## config.mk

```make
export PLATFORM = sky130hd
export DESIGN_NAME = rv32i_hazard_ctrl
export DESIGN_NICKNAME = d
export VERILOG_FILES = /design/src/rtl/rv32i_hazard_ctrl.sv
export SDC_FILE = /design/constraint.sdc
export NUM_CORES = 1
export LEC_CHECK = 0
export BUFFER_PORTS_ARGS = -buffer_cell sky130_fd_sc_hd__buf_2
export CELL_PAD_IN_SITES_DETAIL_PLACEMENT = 0
export CELL_PAD_IN_SITES_GLOBAL_PLACEMENT = 1
export CORE_ASPECT_RATIO = 0.6
export CORE_MARGIN = 2
export CORE_UTILIZATION = 43
export DETAILED_ROUTE_END_ITERATION = 7
export GPL_TIMING_DRIVEN = 0
export PLACE_DENSITY_LB_ADDON = 0.1
export RECOVER_POWER = 25
export SETUP_SLACK_MARGIN = 0.3
export SKIP_LAST_GASP = 1
export SLEW_MARGIN = 20
export SYNTH_ARGS = -nofsm -noshare
export SYNTH_HDL_FRONTEND = slang
export SYNTH_SLANG_ARGS = --single-unit
```

## constraint.sdc

```tcl
create_clock -name i_clk -period 5.6 [get_ports i_clk]
set_clock_uncertainty 0.05 [all_clocks]
set_input_delay 0.84 -clock i_clk [delete_from_list [all_inputs] [get_ports i_clk]]
set_output_delay 0.84 -clock i_clk [all_outputs]
set_load 0.03 [all_outputs]
```

## src/rtl/rv32i_hazard_ctrl.sv

```systemverilog
// rv32i_hazard_ctrl
//   Hazard / sequencing controller for a 5-stage RV32I pipeline.
//   Tracks destination info of the instructions in EX, MEM and WB in a small
//   scoreboard and from it produces the front-end enables, the IF/ID flush,
//   the ID/EX bubble, the EX forwarding selects and the ID write-back bypass.
//   Three saturating counters record stall, redirect and freeze cycles.
// Ports
//   i_clk, i_reset            clock, async active-high reset
//   i_id_*                    decoded info of the instruction in ID
//   i_ex_redirect             EX resolved a taken control transfer
//   i_mem_busy                data memory not ready, whole pipe freezes
//   o_pc_en, o_ifid_en        front-end load enables
//   o_flush_ifid              IF/ID loads a bubble
//   o_idex_bubble             ID/EX loads a bubble
//   o_fwd_a, o_fwd_b          00 ID/EX data, 01 EX/MEM aluout, 10 WB rd_data
//   o_id_byp_a, o_id_byp_b    ID operand takes WB rd_data
//   o_stall_cnt/flush/freeze  performance counters
module rv32i_hazard_ctrl #(
  parameter int REG_AW = 5,
  parameter int CNT_W  = 32
) (
  input  logic              i_clk,
  input  logic              i_reset,
  input  logic              i_id_valid,
  input  logic [REG_AW-1:0] i_id_rs1,
  input  logic [REG_AW-1:0] i_id_rs2,
  input  logic              i_id_use_rs1,
  input  logic              i_id_use_rs2,
  input  logic [REG_AW-1:0] i_id_rd,
  input  logic              i_id_regwrite,
  input  logic              i_id_memtoreg,
  input  logic              i_ex_redirect,
  input  logic              i_mem_busy,
  output logic              o_pc_en,
  output logic              o_ifid_en,
  output logic              o_flush_ifid,
  output logic              o_idex_bubble,
  output logic [1:0]        o_fwd_a,
  output logic [1:0]        o_fwd_b,
  output logic              o_id_byp_a,
  output logic              o_id_byp_b,
  output logic [CNT_W-1:0]  o_stall_cnt,
  output logic [CNT_W-1:0]  o_flush_cnt,
  output logic [CNT_W-1:0]  o_freeze_cnt
);

  typedef struct packed {
    logic              v;
    logic [REG_AW-1:0] rd;
    logic              rw;
    logic              mtr;
    logic [REG_AW-1:0] rs1;
    logic [REG_AW-1:0] rs2;
  } slot_t;

  typedef enum logic [1:0] {RUN, LU_STALL, REDIR, FROZEN} state_t;

  slot_t            r_ex, r_mem, r_wb, w_ex_nxt;
  state_t           r_state, w_state_nxt;
  logic [CNT_W-1:0] r_stall_cnt, r_flush_cnt, r_freeze_cnt;
  logic             w_load_use;

  // Slot really writes a register other than x0.
  function automatic logic f_wr(input slot_t s);
    return s.v & s.rw & (s.rd != '0);
  endfunction

  // MEM beats WB; a load in MEM is never a source (load-use stall covers it).
  function automatic logic [1:0] f_fwd(input slot_t ex, input slot_t mem,
                                       input slot_t wb, input logic [REG_AW-1:0] rs);
    if (!ex.v)                                   return 2'b00;
    if (f_wr(mem) && !mem.mtr && mem.rd == rs)   return 2'b01;
    if (f_wr(wb) && wb.rd == rs)                 return 2'b10;
    return 2'b00;
  endfunction

  // After a stall the load has left EX, so the state term never fires in
  // practice; it only guarantees one bubble per load.
  assign w_load_use = f_wr(r_ex) & r_ex.mtr & i_id_valid & (r_state != LU_STALL) &
                      ((i_id_use_rs1 & (i_id_rs1 == r_ex.rd)) |
                       (i_id_use_rs2 & (i_id_rs2 == r_ex.rd)));

  always_comb begin
    o_pc_en       = 1'b1;
    o_ifid_en     = 1'b1;
    o_flush_ifid  = 1'b0;
    o_idex_bubble = 1'b0;
    o_fwd_a       = f_fwd(r_ex, r_mem, r_wb, r_ex.rs1);
    o_fwd_b       = f_fwd(r_ex, r_mem, r_wb, r_ex.rs2);
    o_id_byp_a    = f_wr(r_wb) & i_id_use_rs1 & (r_wb.rd == i_id_rs1);
    o_id_byp_b    = f_wr(r_wb) & i_id_use_rs2 & (r_wb.rd == i_id_rs2);
    w_state_nxt   = RUN;
    if (i_reset) begin
      o_pc_en       = 1'b0;
      o_ifid_en     = 1'b0;
      o_flush_ifid  = 1'b1;
      o_idex_bubble = 1'b1;
      o_fwd_a       = 2'b00;
      o_fwd_b       = 2'b00;
      o_id_byp_a    = 1'b0;
      o_id_byp_b    = 1'b0;
    end else if (i_mem_busy) begin
      // redirect is ignored here; EX holds, so it is seen again on release
      o_pc_en     = 1'b0;
      o_ifid_en   = 1'b0;
      w_state_nxt = FROZEN;
    end else if (i_ex_redirect) begin
      o_flush_ifid  = 1'b1;
      o_idex_bubble = 1'b1;
      w_state_nxt   = REDIR;
    end else if (w_load_use) begin
      o_pc_en       = 1'b0;
      o_ifid_en     = 1'b0;
      o_idex_bubble = 1'b1;
      w_state_nxt   = LU_STALL;
    end
  end

  always_comb begin
    w_ex_nxt = '0;
    if (i_id_valid && !o_idex_bubble)
      w_ex_nxt = '{v: 1'b1, rd: i_id_rd, rw: i_id_regwrite, mtr: i_id_memtoreg,
                   rs1: i_id_rs1, rs2: i_id_rs2};
  end

  always_ff @(posedge i_clk or posedge i_reset) begin
    if (i_reset) begin
      r_ex         <= '0;
      r_mem        <= '0;
      r_wb         <= '0;
      r_state      <= RUN;
      r_stall_cnt  <= '0;
      r_flush_cnt  <= '0;
      r_freeze_cnt <= '0;
    end else begin
      r_state <= w_state_nxt;
      if (!i_mem_busy) begin
        r_wb  <= r_mem;
        r_mem <= r_ex;
        r_ex  <= w_ex_nxt;
      end
      case (w_state_nxt)
        LU_STALL: if (r_stall_cnt  != '1) r_stall_cnt  <= r_stall_cnt  + 1'b1;
        REDIR:    if (r_flush_cnt  != '1) r_flush_cnt  <= r_flush_cnt  + 1'b1;
        FROZEN:   if (r_freeze_cnt != '1) r_freeze_cnt <= r_freeze_cnt + 1'b1;
        default: ;
      endcase
    end
  end

  assign o_stall_cnt  = r_stall_cnt;
  assign o_flush_cnt  = r_flush_cnt;
  assign o_freeze_cnt = r_freeze_cnt;

endmodule
```

==> results of run 1 <==
-- layout by cell type (no fill, tap or decap), drive strengths merged, types with 2 or more instances in the layout --
cell type | Yosys | final
buf | 7 | 136
dfrtp | 131 | 131
xnor2 | 73 | 73
xor2 | 59 | 59
nand2 | 43 | 43
nand3 | 39 | 39
clkbuf | 10 | 36
nor2 | 34 | 34
nand4 | 30 | 30
nor3 | 27 | 27
inv | 19 | 18
mux2 | 17 | 17
a22o | 17 | 17
and4 | 17 | 17
nor4 | 17 | 17
and3 | 14 | 14
bufinv | 0 | 6
a21oi | 5 | 5
nor3b | 4 | 4
and2 | 4 | 4
ha | 3 | 3
clkinvlp | 0 | 3
o21ai | 2 | 2
or4 | 2 | 2
a31oi | 2 | 2
-- final cells by class --
| type | instances | area (um2) | area share [%] |
|---|---|---|---|
| sequential | 131 | 3280 | 40.7 |
| multi-input combinational | 423 | 3010 | 37.4 |
| buffer | 17 | 81.3 | 1.01 |
| clock buffer | 23 | 468 | 5.81 |
| inverter | 19 | 72.6 | 0.902 |
| tap | 198 | 248 | 3.08 |
| timing repair buffer | 132 | 687 | 8.53 |
| clock inverter | 9 | 200 | 2.49 |
-- where the power goes --
| part | leakage (nW) | switching (mW) | internal [mW] |
|---|---|---|---|
| combinational | 1.92 | 0.190 | 0.109 |
| sequential | 1.75 | 0.0690 | 0.999 |
| clock | 0.318 | 0.406 | 0.859 |
| total | 3.99 | 0.665 | 1.97 |
-- cell families after synthesis --
kind of cell	synth area share, %
xor gates and xnor gates	17.9
muxes	2.97
DFF	50.9
and+or+nand+nor	21.1
buffers and inverters	2.37
adders and majority gates	0.582
AOI/OAI and AO/OA	4.21
-- worst max path at each step --
| stage | startpoint | end | slack (ns) | depth (start not counted) |
|---|---|---|---|---|
| detailed placement | i_reset | o_fwd_b[1] | 1.81 | 7 |
| floorplan | i_reset | o_idex_bubble | 0.52 | 3 |
| finish | i_reset | o_fwd_b[1] | 1.45 | 7 |
| CTS | i_reset | o_fwd_b[1] | 1.81 | 7 |
| global route | i_reset | o_fwd_b[1] | 1.06 | 7 |
| global placement | i_reset | o_fwd_b[1] | -0.60 | 6 |
-- sequential cells by signal (all words and copies together), names as in the netlist --
name          flops
r_ex             18
r_wb              7
o_stall_cnt      32
o_flush_cnt      32
r_state           2
o_freeze_cnt     32
r_mem             8
-- routing by layer --
layer  up-vias  global-route usage, %  wire, um
met5         -                      0         0
met4         0                   5.51       142
met3        13                   4.55       839
met2       115                   27.4      6420
met1      2430                   31.7      8070
li1       2384                      -         -
==> impl_metrics.ini, run 1 <==
[die]
fp-row-count = 34
die_h_um = 98.8
io_pins = 130
core_um2 = 14500
start_util_pct = 44.3
die_x_um = 162
die_area_um2 = 16000

[clock_tree]
cts_buffers = 17
htreeDepth = 4
path_clk_slew_ns = 0.06
postCtsHoldBufs = 0
cts_resized = 0
cts_root_buf = clkbuf_16
cts_tree = done
cts.sinks = 131
clockBufferDepth = 2
postCtsSetupRepairBufs = 0
clk_latency_ns = 0.41

[synthesis]
ys.flop_type = dfrtp_1
synth_area_leaders = dfrtp_1 51%, xnor2_1 9.9%, xor2_1 8.0%, mux2_2 3.0%, nand3_1 3.0%
synthDistinctLibCells = 45
yosysMostFrequentCell = dfrtp_1
synth_common_cells = 131 x dfrtp_1, 73 x xnor2_1, 59 x xor2_1
yosysTopAreaCellShare_pct = 50.9
synth_seq_cells = 131
synth_area_um2 = 6440
syn-num-nets = 617
synth_top_cell_by_area = dfrtp_1
synth_edf_count = 0
syn_avg_cell_area_um2 = 10.9
yosysSeqAreaShare_pct = 50.9
yosys_warnings = 0
postSynth.asyncResetShare_pct = 100
synth_cells = 590

[grt]
antenna_found_initial = 0
grt_pass1_vias = 4644
grt_max_degree = 35
grt_util_all_layers_pct = 20.1
grt_pass1_wl_um = 25500
gr-total-overflow = 0

[place]
pre_cts_slack_ns = 1.81
port_buffers = 128
gp_congestion = 0.863
dp_cells = 920
place_area_um2 = 7420
post-dp-hpwl_um = 11400

[job]
cap_violations = 2

[worst_hold_path]
worst_hold_path.endpoint = o_flush_cnt[31]
min-delay-path-class = reg2reg
hold_start = o_flush_cnt[31]
worstHoldPathCells = 1

[timing]
rsz0062_at_grt = false
layout_setup_ws_ns = 1.45
slew-limit-headroom_pct = -23.6
period_minus_slack_ns = 4.15
setup_viol = 0
finalCritPeriodShare_pct = 74.0
holdWs_ns = 0.437
setup_tns_ns = 0
slew_viol_final = 64
worst_slew_pin_slew_ns = 1.85
fmax_mhz = 241
hold_viol_final = 0

[final_layout]
area_delta_synth_final_pct = 24.9
utilization_pct = 55.3
nets = 768
fin_area_um2 = 8050
final_cells = 952
drive_gt1_share_pct = 26.1
n_antenna_cell = 0
fill_cells = 1314

[critical_path]
crit_type = in2out
ff2ff_setup_slack_ns = 3.30
path_delay_family = buffers and inverters
endpoint_kind = output port
cp_slowest_cell = clkinvlp_2
critPathRequiredTime_ns = 4.71
reg2reg_from = o_freeze_cnt[9]
crit_buf_inv = 4
arrival_ns = 3.26
cpPeakStageDelay_ns = 0.91
crit_chain = clkbuf_1, clkinvlp_2, buf_12, nand2_1, nor2_1, and3_1, buf_2
r2r-end = o_freeze_cnt[29]
start_kind = primary input
reg2reg_depth = 6
cp_max_fo = 27

[pwr]
total_power_mw = 2.63
vdd_drop_max_v = 0.000166
p_per_area_nw_per_um2 = 327
leakage_nw = 3.99

[drt]
first_iter_violations = 276
wl_per_cell_um = 16.2
route.vias.total = 4942
viasPerCell = 5.19
route.detailed.drc = 0
ant_nets = 0
wirelength_um = 15500
first_pass_iters = 5

[status]
violations = max-capacitance violations, max-slew violations
status = complete, but fails checks
No activity file was read; power rests on OpenSTA's default activity.
==> run 2: changes to the inputs <==
==> constraint.sdc (replaced) <==
create_clock -name i_clk -period 4.35 [get_ports i_clk]
set_clock_uncertainty 0.05 [all_clocks]
set_input_delay 0.6525 -clock i_clk [delete_from_list [all_inputs] [get_ports i_clk]]
set_output_delay 0.6525 -clock i_clk [all_outputs]
set_load 0.03 [all_outputs]
==> run 2 against run 1 <==
The flow still finishes with violations (max-capacitance violations, max-slew violations). Clock-buffer cell count decreased by 3. Via count increased by 0.75%. Utilization increased by 0.24 points. Critical endpoint is now o_pc_en. Flip-flop and latch count unchanged. Clock power increased by 22%. Register-to-register slack got worse by 1.3 ns. Worst setup slack got worse by 0.13 ns. Cell count increased by 0.11%. Die area unchanged. Critical path type is now reg2out. Sequential power increased by 29%. Routed wire length decreased by 0.13%. Global-route usage increased by 0.060 points.
==> impl_metrics.ini, run 2 (synthesized netlist as in run 1, its figures left out) <==
[die]
io_pins = 130
start_util_pct = 44.3
die_x_um = 162
fp-row-count = 34
core_um2 = 14500
die_area_um2 = 16000
die_h_um = 98.8

[place]
place_area_um2 = 7460
post-dp-hpwl_um = 11500
port_buffers = 128
dp_cells = 920
gp_congestion = 0.838

[critical_path]
path_delay_family = simple AND/OR/NAND/NOR gates
endpoint_kind = output port
start_kind = flip-flop
cp_max_fo = 5
crit_type = reg2out
crit_chain = nor4_1, a221oi_4, nand2_1, nor2_1, nor3_1, buf_4, buf_2
cpPeakStageDelay_ns = 0.57
cp_slowest_cell = nor4_1
ff2ff_setup_slack_ns = 1.97
crit_buf_inv = 2
arrival_ns = 2.32
critPathRequiredTime_ns = 3.65

[final_layout]
final_common_cell = buf_2
final_cells = 953
nets = 768
register_area_um2 = 3280
multiInputGateArea_um2 = 3020
area_delta_synth_final_pct = 25.4
drive_gt1_share_pct = 26.9
fill_cells = 1318
fin_area_um2 = 8080
final_cell_mix = 133 x buf_2, 131 x dfrtp_1, 73 x xnor2_1, 59 x xor2_1, 43 x nand2_1

[status]
status = complete, but fails checks
violations = max-capacitance violations, max-slew violations

[timing]
slew-limit-headroom_pct = -19.0
slew_viol_final = 35
holdWs_ns = 0.317
hold_viol_final = 0
finalCritPeriodShare_pct = 69.5
rsz0062_at_grt = false
worst_slew_pin_slew_ns = 1.78
setup_viol = 0
fmax_mhz = 331
period_minus_slack_ns = 3.02

[clock_tree]
cts_resized = 0
postCtsHoldBufs = 0
cts_buffers = 17
postCtsSetupRepairBufs = 0
cts_tree = done
htreeDepth = 4
cts_root_buf = clkbuf_16
cts.sinks = 131
clockBufferDepth = 2
clk_latency_ns = 0.42
path_clk_slew_ns = 0.06

[grt]
grt_max_degree = 35
grt_pass1_vias = 4856
gr-total-overflow = 0
grt_pass1_wl_um = 25500
grt_util_all_layers_pct = 20.2
antenna_found_initial = 0

[drt]
viasPerCell = 5.22
top_layer_used = met4
route.vias.total = 4979
met3_length_um = 781
dr_wl_met2_um = 6360
wl_per_cell_um = 16.2
first_pass_iters = 4
ant_nets = 0
drt-met1-wl_um = 8240
wirelength_um = 15400
route.detailed.drc = 0
first_iter_violations = 324

[pwr]
vdd_drop_max_v = 0.000210
p_per_area_nw_per_um2 = 411
leakage_nw = 4.00

[worst_hold_path]
min-delay-path-class = in2async

[job]
cap_violations = 1
-- run 2: worst paths after layout --
check	from	end	depth (start not counted)
min in group i_clk	i_id_rd[1]	r_ex[13]	2
max in group asynchronous	i_reset	o_freeze_cnt[10]	3
setup reg to reg	r_ex[13]	r_ex[1]	7
hold / removal	i_reset	o_freeze_cnt[27]	2
setup / recovery	r_ex[13]	o_pc_en	7
hold reg to reg	o_flush_cnt[13]	o_flush_cnt[13]	1
-- run 2: cell type report --
| cell class | count | area share [%] |
|---|---|---|
| clock buffers | 20 | 5.40 |
| repair buffers | 132 | 8.81 |
| clock inverters | 12 | 2.54 |
| plain buffers | 17 | 1.27 |
| flip-flops and latches | 131 | 40.6 |
| inverters | 19 | 0.929 |
| multi-input cells | 423 | 37.4 |
| well taps | 198 | 3.06 |
| diodes | 1 | 0.0310 |
-- run 2: metal layers --
layer	up-vias	GRT usage (%)
met5	-	0
met3	4	5.05
met2	120	27.7
li1	2399	-
met4	0	5.79
met1	2456	31.2
-- run 2: metrics by stage --
stage | TNS, ns | util [%] | total power [mW] | setup WS, ns
finish | 0 | 55.6 | 3.32 | 1.33
global route | 0 | 55.5 | 3.46 | 1.14
CTS | 0 | 55.7 | 3.36 | 1.27
detailed placement | 0 | 51.2 | 1.79 | 1.28
global placement | -3.48 | 50.6 | 1.78 | -0.885
floorplan | -0.00540 | - | 1.65 | -0.00540
-- run 2: where the power goes --
part / internal (mW) / switching (mW) / total (mW)
combinational: 0.144 / 0.250 / 0.394
clock: 1.02 / 0.532 / 1.55
sequential: 1.29 / 0.0896 / 1.38
total: 2.45 / 0.871 / 3.32
